--- src/rtl/spi_target_pkg.sv ---
// +------------------------------------------------------------------+
// | spi_target_pkg : register map and bit indices for spi_target     |
// | Rev 1.0                                                          |
// +------------------------------------------------------------------+
`default_nettype none

package spi_target_pkg;

  localparam logic [2:0] SPIT_DATA   = 3'd0;
  localparam logic [2:0] SPIT_STATUS = 3'd1;
  localparam logic [2:0] SPIT_CTRL   = 3'd2;
  localparam logic [2:0] SPIT_IRQ    = 3'd3;

  // status read bit positions
  localparam int ST_RX_FULL   = 0;
  localparam int ST_TX_FULL   = 1;
  localparam int ST_OVERRUN   = 2;
  localparam int ST_UNDERRUN  = 3;
  localparam int ST_CS_ACTIVE = 4;

  // status write bits that clear the sticky error flags
  localparam int CLR_OVERRUN  = 3;
  localparam int CLR_UNDERRUN = 4;

  localparam logic [7:0] TX_IDLE_BYTE = 8'hFF;

  typedef struct packed {
    logic cs_end_ie;
    logic tx_empty_ie;
    logic rx_ie;
    logic cpol;
    logic cpha;
  } ctrl_t;

  typedef struct packed {
    logic cs_end;
    logic tx_empty;
    logic rx_done;
  } irq_t;

endpackage

`default_nettype wire

--- src/rtl/spi_target_if.sv ---
// +------------------------------------------------------------------+
// | spi_target_if : 8-bit peripheral register bus plus interrupt     |
// | Rev 1.0                                                          |
// +------------------------------------------------------------------+
`default_nettype none

interface spi_target_if;
  logic [2:0] reg_addr;
  logic [7:0] reg_data_in;
  logic [7:0] reg_data_out;
  logic       reg_read;
  logic       reg_write;
  logic       interrupt;

  modport master (
    output reg_addr, reg_data_in, reg_read, reg_write,
    input  reg_data_out, interrupt
  );

  modport slave (
    input  reg_addr, reg_data_in, reg_read, reg_write,
    output reg_data_out, interrupt
  );
endinterface

`default_nettype wire

--- src/rtl/spi_target_sync2.sv ---
// +------------------------------------------------------------------+
// | sync2 : two-flop synchroniser with selectable reset value        |
// | Rev 1.0                                                          |
// +------------------------------------------------------------------+
`default_nettype none

module sync2 (
  input  logic clk,
  input  logic rst_n,
  input  logic rst_val,
  input  logic d,
  output logic q
);

  logic meta_q, meta_d;
  logic sync_q, sync_d;

  always_comb begin
    meta_d = d;
    sync_d = meta_q;
  end

  always_ff @(posedge clk or negedge rst_n) begin
    if (!rst_n) begin
      meta_q <= rst_val;
      sync_q <= rst_val;
    end else begin
      meta_q <= meta_d;
      sync_q <= sync_d;
    end
  end

  assign q = sync_q;

endmodule

`default_nettype wire

--- src/rtl/spi_target.sv ---
// +------------------------------------------------------------------+
// | spi_target : SPI target, byte shifter in all four modes with     |
// |              RX/TX holding registers, status and interrupt. 1.0  |
// +------------------------------------------------------------------+
`default_nettype none

module spi_target
  import spi_target_pkg::*;
(
  input  logic         clk,
  input  logic         reset_n,
  input  logic         sclk,
  input  logic         mosi,
  input  logic         cs_n,
  output logic         miso,
  output logic         miso_oe,
  spi_target_if.slave  bus
);

  logic sclk_s, mosi_s, cs_n_s;

  sync2 u_sync_sclk (.clk(clk), .rst_n(reset_n), .rst_val(1'b0), .d(sclk), .q(sclk_s));
  sync2 u_sync_cs_n (.clk(clk), .rst_n(reset_n), .rst_val(1'b1), .d(cs_n), .q(cs_n_s));
  sync2 u_sync_mosi (.clk(clk), .rst_n(reset_n), .rst_val(1'b0), .d(mosi), .q(mosi_s));

  logic       sclk_prev_q, sclk_prev_d;
  logic       cs_n_prev_q, cs_n_prev_d;
  logic [7:0] tx_sr_q, tx_sr_d;
  logic [7:0] rx_sr_q, rx_sr_d;
  logic [2:0] bit_cnt_q, bit_cnt_d;
  logic       load_pending_q, load_pending_d;
  logic [7:0] rx_data_q, rx_data_d;
  logic [7:0] tx_hold_q, tx_hold_d;
  logic       rx_full_q, rx_full_d;
  logic       tx_full_q, tx_full_d;
  logic       overrun_q, overrun_d;
  logic       underrun_q, underrun_d;
  ctrl_t      ctrl_q, ctrl_d;
  irq_t       irq_q, irq_d;
  logic       interrupt_q, interrupt_d;

  logic       sclk_rise, sclk_fall, lead_edge, trail_edge;
  logic       cs_active, cs_fall, cs_rise;
  logic       sample_edge, shift_edge, do_load;
  logic       wr_data, rd_data, wr_status, wr_ctrl, wr_irq;
  logic [7:0] rx_byte;
  irq_t       irq_en;
  logic [7:0] rdata;

  assign sclk_rise   = sclk_s & ~sclk_prev_q;
  assign sclk_fall   = ~sclk_s & sclk_prev_q;
  assign lead_edge   = ctrl_q.cpol ? sclk_fall : sclk_rise;
  assign trail_edge  = ctrl_q.cpol ? sclk_rise : sclk_fall;
  assign cs_active   = ~cs_n_s;
  assign cs_fall     = cs_n_prev_q & ~cs_n_s;
  assign cs_rise     = ~cs_n_prev_q & cs_n_s;
  assign sample_edge = cs_active & (ctrl_q.cpha ? trail_edge : lead_edge);
  assign shift_edge  = cs_active & (ctrl_q.cpha ? lead_edge : trail_edge);
  assign do_load     = (cs_fall & ~ctrl_q.cpha) | (shift_edge & load_pending_q);
  assign rx_byte     = {rx_sr_q[6:0], mosi_s};
  assign irq_en      = {ctrl_q.cs_end_ie, ctrl_q.tx_empty_ie, ctrl_q.rx_ie};

  assign wr_data   = bus.reg_write && (bus.reg_addr == SPIT_DATA);
  assign rd_data   = bus.reg_read  && (bus.reg_addr == SPIT_DATA);
  assign wr_status = bus.reg_write && (bus.reg_addr == SPIT_STATUS);
  assign wr_ctrl   = bus.reg_write && (bus.reg_addr == SPIT_CTRL);
  assign wr_irq    = bus.reg_write && (bus.reg_addr == SPIT_IRQ);

  // Software clears are applied first so that any hardware set in the
  // same cycle overrides them.
  always_comb begin
    sclk_prev_d    = sclk_s;
    cs_n_prev_d    = cs_n_s;
    tx_sr_d        = tx_sr_q;
    rx_sr_d        = rx_sr_q;
    bit_cnt_d      = bit_cnt_q;
    load_pending_d = load_pending_q;
    rx_data_d      = rx_data_q;
    tx_hold_d      = tx_hold_q;
    rx_full_d      = rx_full_q;
    tx_full_d      = tx_full_q;
    overrun_d      = overrun_q;
    underrun_d     = underrun_q;
    ctrl_d         = ctrl_q;
    irq_d          = irq_q;
    interrupt_d    = |(irq_q & irq_en);

    if (wr_data) tx_hold_d = bus.reg_data_in;
    if (rd_data) rx_full_d = 1'b0;
    if (wr_status) begin
      if (bus.reg_data_in[CLR_OVERRUN])  overrun_d  = 1'b0;
      if (bus.reg_data_in[CLR_UNDERRUN]) underrun_d = 1'b0;
    end
    if (wr_ctrl) ctrl_d = ctrl_t'(bus.reg_data_in[4:0]);
    if (wr_irq)  irq_d  = irq_q & ~irq_t'(bus.reg_data_in[2:0]);

    if (cs_fall) begin
      bit_cnt_d = 3'd0;
      if (ctrl_q.cpha) load_pending_d = 1'b1;
    end

    // A load reads the old holding value; a same-cycle write refills it below.
    if (do_load) begin
      load_pending_d = 1'b0;
      if (tx_full_q) begin
        tx_sr_d        = tx_hold_q;
        tx_full_d      = 1'b0;
        irq_d.tx_empty = 1'b1;
      end else begin
        tx_sr_d    = TX_IDLE_BYTE;
        underrun_d = 1'b1;
      end
    end else if (shift_edge) begin
      tx_sr_d = {tx_sr_q[6:0], 1'b1};
    end

    if (wr_data) tx_full_d = 1'b1;

    if (sample_edge) begin
      rx_sr_d = rx_byte;
      if (bit_cnt_q == 3'd7) begin
        bit_cnt_d      = 3'd0;
        load_pending_d = 1'b1;
        if (!rx_full_q) begin
          rx_data_d     = rx_byte;
          rx_full_d     = 1'b1;
          irq_d.rx_done = 1'b1;
        end else begin
          overrun_d = 1'b1;
        end
      end else begin
        bit_cnt_d = bit_cnt_q + 3'd1;
      end
    end

    if (cs_rise) begin
      bit_cnt_d      = 3'd0;
      load_pending_d = 1'b0;
      irq_d.cs_end   = 1'b1;
    end
  end

  always_ff @(posedge clk or negedge reset_n) begin
    if (!reset_n) begin
      sclk_prev_q    <= 1'b0;
      cs_n_prev_q    <= 1'b1;
      tx_sr_q        <= TX_IDLE_BYTE;
      rx_sr_q        <= 8'h00;
      bit_cnt_q      <= 3'd0;
      load_pending_q <= 1'b0;
      rx_data_q      <= 8'h00;
      tx_hold_q      <= 8'h00;
      rx_full_q      <= 1'b0;
      tx_full_q      <= 1'b0;
      overrun_q      <= 1'b0;
      underrun_q     <= 1'b0;
      ctrl_q         <= '0;
      irq_q          <= '0;
      interrupt_q    <= 1'b0;
    end else begin
      sclk_prev_q    <= sclk_prev_d;
      cs_n_prev_q    <= cs_n_prev_d;
      tx_sr_q        <= tx_sr_d;
      rx_sr_q        <= rx_sr_d;
      bit_cnt_q      <= bit_cnt_d;
      load_pending_q <= load_pending_d;
      rx_data_q      <= rx_data_d;
      tx_hold_q      <= tx_hold_d;
      rx_full_q      <= rx_full_d;
      tx_full_q      <= tx_full_d;
      overrun_q      <= overrun_d;
      underrun_q     <= underrun_d;
      ctrl_q         <= ctrl_d;
      irq_q          <= irq_d;
      interrupt_q    <= interrupt_d;
    end
  end

  always_comb begin
    rdata = 8'h00;
    case (bus.reg_addr)
      SPIT_DATA: rdata = rx_data_q;
      SPIT_STATUS: begin
        rdata[ST_RX_FULL]   = rx_full_q;
        rdata[ST_TX_FULL]   = tx_full_q;
        rdata[ST_OVERRUN]   = overrun_q;
        rdata[ST_UNDERRUN]  = underrun_q;
        rdata[ST_CS_ACTIVE] = cs_active;
      end
      SPIT_CTRL: rdata = {3'b000, ctrl_q};
      SPIT_IRQ:  rdata = {5'b00000, irq_q};
      default:   rdata = 8'h00;
    endcase
  end

  assign bus.reg_data_out = rdata;
  assign bus.interrupt    = interrupt_q;
  assign miso             = tx_sr_q[7];
  assign miso_oe          = cs_active;

endmodule

`default_nettype wire

--- src/flat_wrapper.sv ---
// flat-port wrapper written by rule: the top's interface ports become plain ports
module spi_target_flat import spi_target_pkg::*;
  (clk, reset_n, sclk, mosi, cs_n, miso, miso_oe, bus_reg_addr, bus_reg_data_in, bus_reg_read, bus_reg_write, bus_reg_data_out, bus_interrupt);
  spi_target_if bus_i ();
  input  logic clk;
  input  logic reset_n;
  input  logic sclk;
  input  logic mosi;
  input  logic cs_n;
  output logic miso;
  output logic miso_oe;
  input wire logic [$bits(bus_i.reg_addr)-1:0] bus_reg_addr;
  input wire logic [$bits(bus_i.reg_data_in)-1:0] bus_reg_data_in;
  input wire logic [$bits(bus_i.reg_read)-1:0] bus_reg_read;
  input wire logic [$bits(bus_i.reg_write)-1:0] bus_reg_write;
  output wire logic [$bits(bus_i.reg_data_out)-1:0] bus_reg_data_out;
  output wire logic [$bits(bus_i.interrupt)-1:0] bus_interrupt;
  assign bus_i.reg_addr = bus_reg_addr;
  assign bus_i.reg_data_in = bus_reg_data_in;
  assign bus_i.reg_read = bus_reg_read;
  assign bus_i.reg_write = bus_reg_write;
  assign bus_reg_data_out = bus_i.reg_data_out;
  assign bus_interrupt = bus_i.interrupt;
  spi_target u_core (.clk(clk), .reset_n(reset_n), .sclk(sclk), .mosi(mosi), .cs_n(cs_n), .miso(miso), .miso_oe(miso_oe), .bus(bus_i));
endmodule
--- config.mk ---
export PLATFORM = sky130hd
export DESIGN_NAME = spi_target_flat
export DESIGN_NICKNAME = d
export VERILOG_FILES = /design/src/rtl/spi_target_pkg.sv /design/src/rtl/spi_target_if.sv /design/src/rtl/spi_target_sync2.sv /design/src/rtl/spi_target.sv /design/src/flat_wrapper.sv
export SDC_FILE = /design/constraint.sdc
export NUM_CORES = 1
export LEC_CHECK = 0
export ABC_CLOCK_PERIOD_IN_PS = 2700
export CAP_MARGIN = 20
export CORE_MARGIN = 2
export CORE_UTILIZATION = 39
export DETAILED_ROUTE_END_ITERATION = 6
export PLACE_DENSITY = 0.69
export SYNTH_ARGS = -nofsm -noshare
export SYNTH_HDL_FRONTEND = slang
export SYNTH_SLANG_ARGS = --single-unit
--- constraint.sdc ---
create_clock -name clk -period 2.7 [get_ports clk]
set_input_delay 0.81 -clock clk [delete_from_list [all_inputs] [get_ports clk]]
set_output_delay 0.81 -clock clk [all_outputs]
set_load 0.02 [all_outputs]
; ---- Word-level counts from Yosys, hierarchy flattened
; Cells that the tools add are included.
[word_totals]
elab_cells = 103
output_inout_bits = 11
inputBits = 18
reg_bits = 56
[op_classes]
n_eq_ne = 4
bitwise_logic = 18
n_addsub = 1
mux = 41
reduce_logical = 12
[ops]
columns = op, count
row1 = two-way mux 1 bit, 31
row2 = two-way mux 8 bit, 3
row3 = case mux 5 bit (4 select lines), 1
row4 = two-way mux 3 bit, 6
row5 = AND 1 bit, 8
row6 = AND 3 bit, 2
row7 = equality test 3 x 2 -> 1 bit (second input constant), 2
row8 = NOT 1 bit, 6
row9 = nonzero test 2 bit, 3
row10 = logical AND 1 bit, 5
row11 = adder 3 x 1 -> 3 bit (second input constant), 1
row12 = equality test 3 x 1 -> 1 bit (second input constant), 1
row13 = equality test 3 bit (second input constant), 1
row14 = zero test 3 bit, 1
row15 = NOT 3 bit, 1
row16 = AND reduction 3 bit, 1
row17 = nonzero test 3 bit, 1
row18 = OR reduction 3 bit, 1
row19 = bitwise OR 1 bit, 1

; ---- Longest topological paths before layout
; Gate-level depths: netlist of run 1.
[logic_depth]
depth_word = 11
depth_mapped = 5
ltp_nobuf = 5

; ---- Least setup slack after synthesis of run 1
; OpenSTA, ideal clock, no wires.
[synth_path]
path_type = input -> output
startpoint = input bus_reg_addr[0]
endpoint = output bus_reg_data_out[0]
path_buffers = 1
required_time_ns = 1.890
slack_ns = -0.025
stages = 3
arrival_time_ns = 1.915
cell_sequence = clkbuf_1 mux4_2 nor2b_1
[synth_via]
elab_chain_cells = 2
[synth_lines]
columns = element, line
row1 = start: declaration, flat_wrapper.sv:12  ; input wire logic [$bits(bus_i.reg_addr)-1:0] bus_reg_addr;
row2 = "equality test 3 x 2 -> 1 bit, or another cell as far along", spi_target.sv:181  ; case (bus.reg_addr)
row3 = case mux 5 bit (4 select lines) *, spi_target.sv:181
row4 = end: declaration, flat_wrapper.sv:16  ; output wire logic [$bits(bus_i.reg_data_out)-1:0] bus_reg_data_out;
; Every way passes the cells marked *; elsewhere a longest branch is shown, timed or not.

; ---- Final worst setup path of run 1
; Same ends and word-level chain as after synthesis.

==> results.json, run 1 <==
{
  "grt_pass1_wl_um": 8050,
  "grt_usage": 0.142,
  "ant_nets": 0,
  "routedWlPerCell_um": 14.5,
  "cts.sinks": 56,
  "min_period_ns": 2.62,
  "yosys_warnings": 0,
  "yosysMostFrequentCell": "dfrtp_1",
  "diodes": 0,
  "hold_violations": 0,
  "fin_hold_ws_ns": 0.356,
  "synth_fp_nets": 215,
  "numCtsBuffers": 5,
  "synth_area_um2": 2470,
  "firstDrtPassIters": 4,
  "total_power_w": 0.00205,
  "totalWireLength_um": 4530,
  "synth_area_per_cell_um2": 12.7,
  "worstSetupPathType": "primary input to output pin",
  "core_um2": 6240,
  "rsz0062_at_grt": "false",
  "synth_compound_area_frac": 0.0926,
  "synth_edf_count": 0,
  "muxShareOfSynthArea": 0.173,
  "p_leak_nw": 1.36,
  "antenna_found_initial": 0,
  "cts_hold_buf": 0,
  "synth_adder_area_share": 0.0101,
  "end_kind": "output pin",
  "worst_pin_slew_ns": 0.503,
  "post-place-ws_ns": -0.738,
  "min_period_over_period": 0.972,
  "synth_top_family_by_area": "multiplexers",
  "io_buffers": 28,
  "postLayoutCellArea_um2": 2990,
  "synthArstFlopShare": 1.00,
  "synth_xor_area_frac": 0.00709,
  "cp-start-kind": "primary input",
  "die_h_um": 83.6,
  "fmax_ghz": 0.381,
  "setup_tns_ns": 0,
  "cts_root_buffer": "clkbuf_8",
  "io_pins": 29,
  "start_util": 0.396,
  "synth_top_cell_by_area": "dfrtp_1",
  "multi_input_area_um2": 993,
  "finalSetupViolations": 0,
  "drive_gt1_frac": 0.349,
  "syn_inst": 195,
  "status": "finished, final reports clean",
  "synth_ff_type": "dfrtp_1",
  "post_dp_cell_area_um2": 2910,
  "synth_simple_gate_area_frac": 0.116,
  "ys_ff_latch": 56,
  "place_congestion": 0.778,
  "path_clk_slew_ns": 0.09,
  "critPathLaunch": "bus_reg_addr[0]",
  "drt-initial-drc-count": 76,
  "cp_max_fo": 4,
  "nNetsFinal": 254,
  "nFillCells": 581,
  "max-cap-violations": 0,
  "synthDistinctLibCells": 38,
  "netlist.area_leader.share": 0.455,
  "grt_remaining_overflow": 0,
  "fin_skew_ns": 0.0121,
  "clockBufferDepth": 2,
  "dp_hpwl_um": 3360,
  "ys_seq_area_frac": 0.572,
  "clkLatencyLatePin_ns": 0.31,
  "die_width_um": 83.6,
  "num_rows": 29,
  "synthTopCellsByArea": "dfrtp_1 (46%), mux2_2 (13%), dfstp_2 (12%)",
  "slew_viol_final": 0,
  "required_ns": 1.89,
  "avgViaCountPerCell": 5.17,
  "relSlewSlack": 0.665,
  "die_area_um2": 6990,
  "grt_max_degree": 36,
  "r2r_start": "u_core.ctrl_q[0]",
  "hp-class": "flop to flop",
  "first_global_vias": 1634,
  "cts_tree": "done",
  "finalWorstSetupSlack_ns": 0.0762,
  "hp-start": "u_core.u_sync_sclk.meta_q",
  "route.vias.total": 1614,
  "h-tree-depth": 2,
  "area.sequential_um2": 1420,
  "peakVddDrop_mv": 0.283,
  "drc": 0,
  "ys_top_cells_by_count": "dfrtp_1 (45), mux2_2 (28), inv_1 (13), nand2_1 (12)",
  "powerDensity_nw_per_um2": 687,
  "synthToLayoutAreaGrowth_pct": 20.7,
  "cp.arrival_ns": 1.81
}
final timing paths:
path | end | slack (ns) | cells past startpoint
min in group asynchronous | u_core.tx_hold_q[0] | 0.46 | 1
max in group asynchronous | u_core.cs_n_prev_q | 1.62 | 2
min | u_core.u_sync_sclk.q | 0.36 | 0
max | bus_reg_data_out[0] | 0.08 | 4
min reg2reg | u_core.u_sync_sclk.q | 0.36 | 0
max reg2reg | u_core.rx_data_q[6] | 0.47 | 4
cells by family after synthesis:
logic type	after synthesis
and+or+nand+nor	49
DFF	56
adders and majority gates	2
AOI/OAI and AO/OA	32
muxes	35
buffers and inverters	19
xor gates and xnor gates	2
critical path, stage by stage:
cell	delay [ns]
clkbuf_4	0.14
mux4_2	0.48
nor2b_1	0.14
clkdlybuf4s15_2	0.24
state kept, by name (all words and copies together), names as in the netlist, 3 cells and up:
register / cells
u_core.bit_cnt_q: 3
u_core.ctrl_q: 5
u_core.irq_q: 3
u_core.rx_data_q: 8
u_core.rx_sr_q: 7
u_core.tx_hold_q: 8
u_core.tx_sr_q: 8
placed cells by master (no fill, tap or decap), drive strengths merged, types with 2 or more instances in the layout:
cell           instances
a221oi                 7
a21oi                  2
xnor2                  2
and3b                  2
a21o                   3
nor3                   2
mux4                   3
clkdlybuf4s50         17
and2                   3
buf                   15
o21ai                  6
inv                   14
ha                     2
nand2                 12
nor3b                  2
o22ai                  7
nor2b                  6
or3b                   2
dfstp                 11
clkinv                 2
dfrtp                 45
mux2                  29
o31ai                  2
clkdlybuf4s15          4
clkbuf                 7
nand3                  3
mux2i                  3
nor2                  11
timing repair:
action | 4_1_cts | 5_1_grt
gates resized for setup | 31 | 7
setup endpoints to repair | 8 | 8
setup buffers | 0 | 0
power by group:
part / total, W / leakage (nW) / internal, W / switching (W)
registers: 0.00116 / 0.678 / 0.00104 / 0.000124
clock network: 0.000459 / 0.0485 / 0.000186 / 0.000272
logic: 0.000431 / 0.636 / 0.000242 / 0.000188
total: 0.00205 / 1.36 / 0.00147 / 0.000584
metrics by stage:
step / utilization / std cells
finish: 0.478 / 312
global route: 0.478 / 312
CTS: 0.483 / 312
detailed placement: 0.466 / 304
global placement: 0.466 / 304
floorplan: - / 195
final cells by class:
| type | count | share of cell area |
|---|---|---|
| sequential | 56 | 0.474 |
| multi-input combinational | 120 | 0.333 |
| timing repair buffer | 38 | 0.114 |
| tap | 77 | 0.0323 |
| clock buffer | 5 | 0.0231 |
| inverter | 13 | 0.0163 |
| clock inverter | 3 | 0.00754 |
layer usage:
layer | vias to the layer above | wire length [µm] | track usage
met5 | - | 0 | 0
met4 | 0 | 77 | 0.0499
met3 | 7 | 185 | 0.0247
met2 | 34 | 2120 | 0.218
met1 | 793 | 2150 | 0.204
li1 | 780 | - | -
Note: power is estimated with default switching activity, not from simulation.
==> inputs of run 2 (changes only) <==
- CORE_UTILIZATION: 39 -> 50
- PLACE_DENSITY: 0.69 -> 0.83
==> run 2 against run 1 <==
Die area fell by 21%. Clock skew increased by 0.0012 ns. Flip-flop and latch count unchanged. Worst hold slack worse by 0.00092 ns. Register-to-register slack barely moved. Setup slack lost 0.012 ns. Fmax shrank 0.46%. Largest cell class unchanged. Global-route usage rose by 5.1 points. Final area decreased by 2.0%. First-iteration DRC count increased by 32%.
==> results.json, run 2 (synthesized netlist as in run 1, its figures left out) <==
{
  "status": "finished, final reports clean",
  "drt-initial-drc-count": 100,
  "avgViaCountPerCell": 5.53,
  "cp_num_buf_inv": 3,
  "r2r_start": "u_core.ctrl_q[0]",
  "relSlewSlack": 0.549,
  "met2_length_um": 2210,
  "post-place-ws_ns": -0.780,
  "postCtsSetupBuffers": 0,
  "layout_common_cells": "dfrtp_1 (45), mux2_2 (28), clkdlybuf4s50_1 (17)",
  "top_layer": "met4",
  "place_congestion": 0.807,
  "post_dp_cell_area_um2": 2880,
  "cp_max_fo": 4,
  "drive_gt1_frac": 0.332,
  "h-tree-depth": 2,
  "biggestRegsByFlops": "u_core.rx_data_q (8), u_core.tx_hold_q (8), u_core.tx_sr_q (8)",
  "clockBufferDepth": 2,
  "worstSetupPathType": "primary input to output pin",
  "min_period_over_period": 0.976,
  "grt_pass1_wl_um": 7830,
  "cts_tree": "done",
  "first_global_vias": 1610,
  "routedWlPerCell_um": 15.6,
  "cp-start-kind": "primary input",
  "grt_usage": 0.193,
  "clkLatencyLatePin_ns": 0.31,
  "diodes": 0,
  "totalWireLength_um": 4700,
  "crit_chain": "dlygate4sd2_1 -> buf_4 -> mux4_2 -> nor2b_1 -> buf_2",
  "slowest_stage": "dlygate4sd2_1",
  "grt_max_degree": 57,
  "nFillCells": 403,
  "hp-class": "flop to flop",
  "hold_violations": 0,
  "cts_root_buffer": "clkbuf_8",
  "required_ns": 1.89,
  "cts_resized": 30,
  "num_rows": 25,
  "ff2ff_path_depth": 4,
  "path_clk_slew_ns": 0.09,
  "worst_pin_slew_ns": 0.676,
  "rr_endpoint": "u_core.rx_data_q[4]",
  "max-cap-violations": 0,
  "cp.arrival_ns": 1.83,
  "drc": 0,
  "die_width_um": 74.3,
  "core_um2": 4750,
  "numCtsBuffers": 5,
  "dp_hpwl_um": 3340,
  "fmax_ghz": 0.379,
  "finalSetupViolations": 0,
  "synthToLayoutAreaGrowth_pct": 18.4,
  "hp-start": "u_core.u_sync_sclk.meta_q",
  "min_period_ns": 2.64,
  "cpPeakStageDelay_ns": 0.28,
  "wl_met3_um": 262,
  "firstDrtPassIters": 4,
  "end_kind": "output pin",
  "final_cells": 302,
  "hold_path_depth": 0,
  "setup_tns_ns": 0,
  "p_leak_nw": 1.35,
  "finalWorstSetupSlack_ns": 0.0641,
  "post-route-util": 0.616,
  "placed_cells": 294,
  "ant_nets": 0,
  "cts_hold_buf": 0,
  "die_area_um2": 5520,
  "start_util": 0.520,
  "slew_viol_final": 0,
  "grt_remaining_overflow": 0,
  "antenna_found_initial": 0,
  "route.vias.total": 1671,
  "postLayoutCellArea_um2": 2930,
  "io_buffers": 28,
  "wl_met1_um": 2110,
  "final_common_cell": "dfrtp_1",
  "nNetsFinal": 254,
  "crit_family": "buffers and inverters",
  "rrSetupSlack_ns": 0.48,
  "cts.sinks": 56,
  "fin_skew_ns": 0.0132,
  "die_h_um": 74.3,
  "critPathLaunch": "bus_reg_addr[1]",
  "hold-path-endpoint": "u_core.u_sync_sclk.q",
  "rsz0062_at_grt": "false",
  "io_pins": 29,
  "powerDensity_nw_per_um2": 698,
  "peakVddDrop_mv": 0.359
}
-- run 2: cell count changes in the layout (fill, tap and decap cells not counted), sizes merged --
cell           delta
clkdlybuf4s15     -4
buf               +3
clkbuf            +1
clkinv            -1
clkinvlp          +1
dlygate4sd2       +1
inv               -1
-- run 2: worst max-delay path by stage --
stage	cells after the start	end
floorplan	5	bus_reg_data_out[4]
global placement	4	bus_reg_data_out[1]
detailed placement	4	bus_reg_data_out[0]
CTS	6	bus_reg_data_out[4]
global route	5	bus_reg_data_out[0]
finish	5	bus_reg_data_out[0]
-- run 2: power by group --
| part | internal [W] | leakage (nW) | switching, W |
|---|---|---|---|
| registers | 0.00104 | 0.678 | 0.000129 |
| logic | 0.000236 | 0.633 | 0.000187 |
| clock network | 0.000185 | 0.0414 | 0.000269 |
-- run 2: final cells by class --
class                      count  area [µm²]  share of cell area
inverter                      13        48.8              0.0167
timing repair buffer          38         304               0.104
multi-input combinational    120         986               0.337
clock buffer                   6        72.6              0.0248
sequential                    56        1420               0.484
clock inverter                 2        16.3             0.00556
tap                           67        83.8              0.0286
-- run 2: per-layer routing --
metal / vias to the layer above / GRT usage
met1: 823 / 0.265
met5: - / 0
met4: 0 / 0.0873
met3: 11 / 0.0420
met2: 54 / 0.298
li1: 783 / -
-- run 2: through the flow --
step / power [W] / hold slack (ns)
4_1_cts: 0.00205 / 0.357
3_3_place_gp: 0.00158 / 0.334
2_1_floorplan: 0.00144 / 0.331
3_5_place_dp: 0.00161 / 0.336
5_1_grt: 0.00215 / 0.362
6_report: 0.00204 / 0.355
==> inputs of run 3 (changes only) <==
- CORE_MARGIN: 2 -> not set
==> run 3 against run 2 <==
Die area fell by 5.3%. Cell count did not move. Global-route usage rose by 1.1 points. Critical path depth did not move. Routed wire length fell by 0.51%. Fmax fell by 1.5%. Critical endpoint is now bus_reg_data_out[1]. Via count rose by 0.78%. Largest cell class unchanged. Non-clock buffer count did not move. Count of clock-buffer cells in the layout rose by 1. Largest power group unchanged. Final area rose by 1.3%. Total power rose by 1.1%. Clock power rose by 3%.
==> results.json, run 3 (synthesized netlist as in run 1, its figures left out) <==
{
  "die_area_um2": 5230,
  "cts_tree": "done",
  "p_leak_nw": 1.36,
  "postCtsSetupBuffers": 0,
  "hp-class": "flop to flop",
  "slew_viol_final": 0,
  "layout_common_cells": "dfrtp_1 (45), mux2_2 (28), clkdlybuf4s50_1 (17)",
  "ff2ff_path_depth": 4,
  "totalWireLength_um": 4680,
  "synthToLayoutAreaGrowth_pct": 19.9,
  "min_period_over_period": 0.991,
  "drive_gt1_frac": 0.332,
  "avgViaCountPerCell": 5.58,
  "dp_hpwl_um": 3340,
  "grt_usage": 0.203,
  "numCtsBuffers": 5,
  "route.vias.total": 1684,
  "diodes": 0,
  "status": "finished, final reports clean",
  "clockBufferDepth": 2,
  "finalSetupViolations": 0,
  "fin_skew_ns": 0.00650,
  "grt_remaining_overflow": 0,
  "worstSetupPathType": "primary input to output pin",
  "rrSetupSlack_ns": 0.50,
  "io_pins": 29,
  "end_kind": "output pin",
  "placed_cells": 294,
  "first_global_vias": 1696,
  "cp.arrival_ns": 1.87,
  "powerDensity_nw_per_um2": 697,
  "biggestRegsByFlops": "u_core.rx_data_q (8), u_core.tx_hold_q (8), u_core.tx_sr_q (8)",
  "hold_violations": 0,
  "rsz0062_at_grt": "false",
  "final_cells": 302,
  "r2r_start": "u_core.ctrl_q[0]",
  "grt_pass1_wl_um": 8030,
  "fmax_ghz": 0.374,
  "post-place-ws_ns": -0.776,
  "rr_endpoint": "u_core.rx_data_q[0]",
  "cp_max_fo": 5,
  "cp-start-kind": "primary input",
  "ant_nets": 0,
  "worst_pin_slew_ns": 0.597,
  "required_ns": 1.89,
  "io_buffers": 28,
  "finalWorstSetupSlack_ns": 0.0237,
  "relSlewSlack": 0.602,
  "final_common_cell": "dfrtp_1",
  "clkLatencyLatePin_ns": 0.31,
  "endpoint": "bus_reg_data_out[1]",
  "critPathLaunch": "bus_reg_addr[1]",
  "place_congestion": 0.787,
  "start_util": 0.520,
  "drc": 0,
  "drt-initial-drc-count": 156,
  "core_um2": 4750,
  "nNetsFinal": 254,
  "cts.sinks": 56,
  "routedWlPerCell_um": 15.5,
  "min_period_ns": 2.68,
  "firstDrtPassIters": 4,
  "max-cap-violations": 0,
  "antenna_found_initial": 0,
  "path_clk_slew_ns": 0.09,
  "grt_max_degree": 32,
  "die_width_um": 72.3,
  "num_rows": 25,
  "die_h_um": 72.3,
  "cts_root_buffer": "clkbuf_8",
  "post-route-util": 0.623,
  "peakVddDrop_mv": 0.316,
  "h-tree-depth": 2
}
run 3: through the flow:
stage / hold WS, ns / TNS [ns] / total power, W / area (µm²)
after floorplan: 0.331 / 0 / 0.00144 / 2470
after global placement: 0.335 / -5.19 / 0.00159 / 2900
after detailed placement: 0.337 / -5.43 / 0.00162 / 2900
after CTS: 0.359 / 0 / 0.00208 / 2990
after global routing: 0.368 / 0 / 0.00218 / 2960
final: 0.361 / 0 / 0.00207 / 2960
run 3: routing by layer:
layer	global-route usage	vias up	wire [µm]
met1	0.272	846	2150
li1	-	784	-
met5	0	-	0
met3	0.0333	8	167
met2	0.326	46	2270
met4	0.0959	0	95
run 3: cell type report:
cell class | count | area [µm²]
Fill cell | 407 | 1790
Clock buffer | 7 | 86.3
Clock inverter | 1 | 7.51
Tap cell | 67 | 83.8
Inverter | 13 | 48.8
Multi-Input combinational cell | 120 | 991
Sequential cell | 56 | 1420
Timing Repair Buffer | 38 | 332
run 3: what timing repair did:
item,in CTS,in global routing
resized for setup,30,6
hold buffers,0,0
setup endpoints to repair,8,6
run 3: worst max-delay path: stages:
cell,delay [ns]
clkdlybuf4s15_2,0.22
buf_4,0.16
mux4_2,0.26
nor2b_1,0.14
clkdlybuf4s15_1,0.28
run 3: worst min-delay path by stage:
stage,from,to,slack (ns),cells past startpoint
after CTS,u_core.u_sync_sclk.meta_q,u_core.u_sync_sclk.q,0.36,0
after global placement,u_core.u_sync_sclk.meta_q,u_core.u_sync_sclk.q,0.34,0
after global routing,u_core.u_sync_cs_n.meta_q,u_core.u_sync_cs_n.q,0.37,0
after detailed placement,u_core.u_sync_sclk.meta_q,u_core.u_sync_sclk.q,0.34,0
final,u_core.u_sync_cs_n.meta_q,u_core.u_sync_cs_n.q,0.36,0
after floorplan,u_core.u_sync_mosi.meta_q,u_core.u_sync_mosi.q,0.33,0
run 3: power by group:
part | internal (W) | switching (W)
Sequential | 0.00104 | 0.000127
Clock | 0.000209 | 0.000260
Combinational | 0.000241 | 0.000193
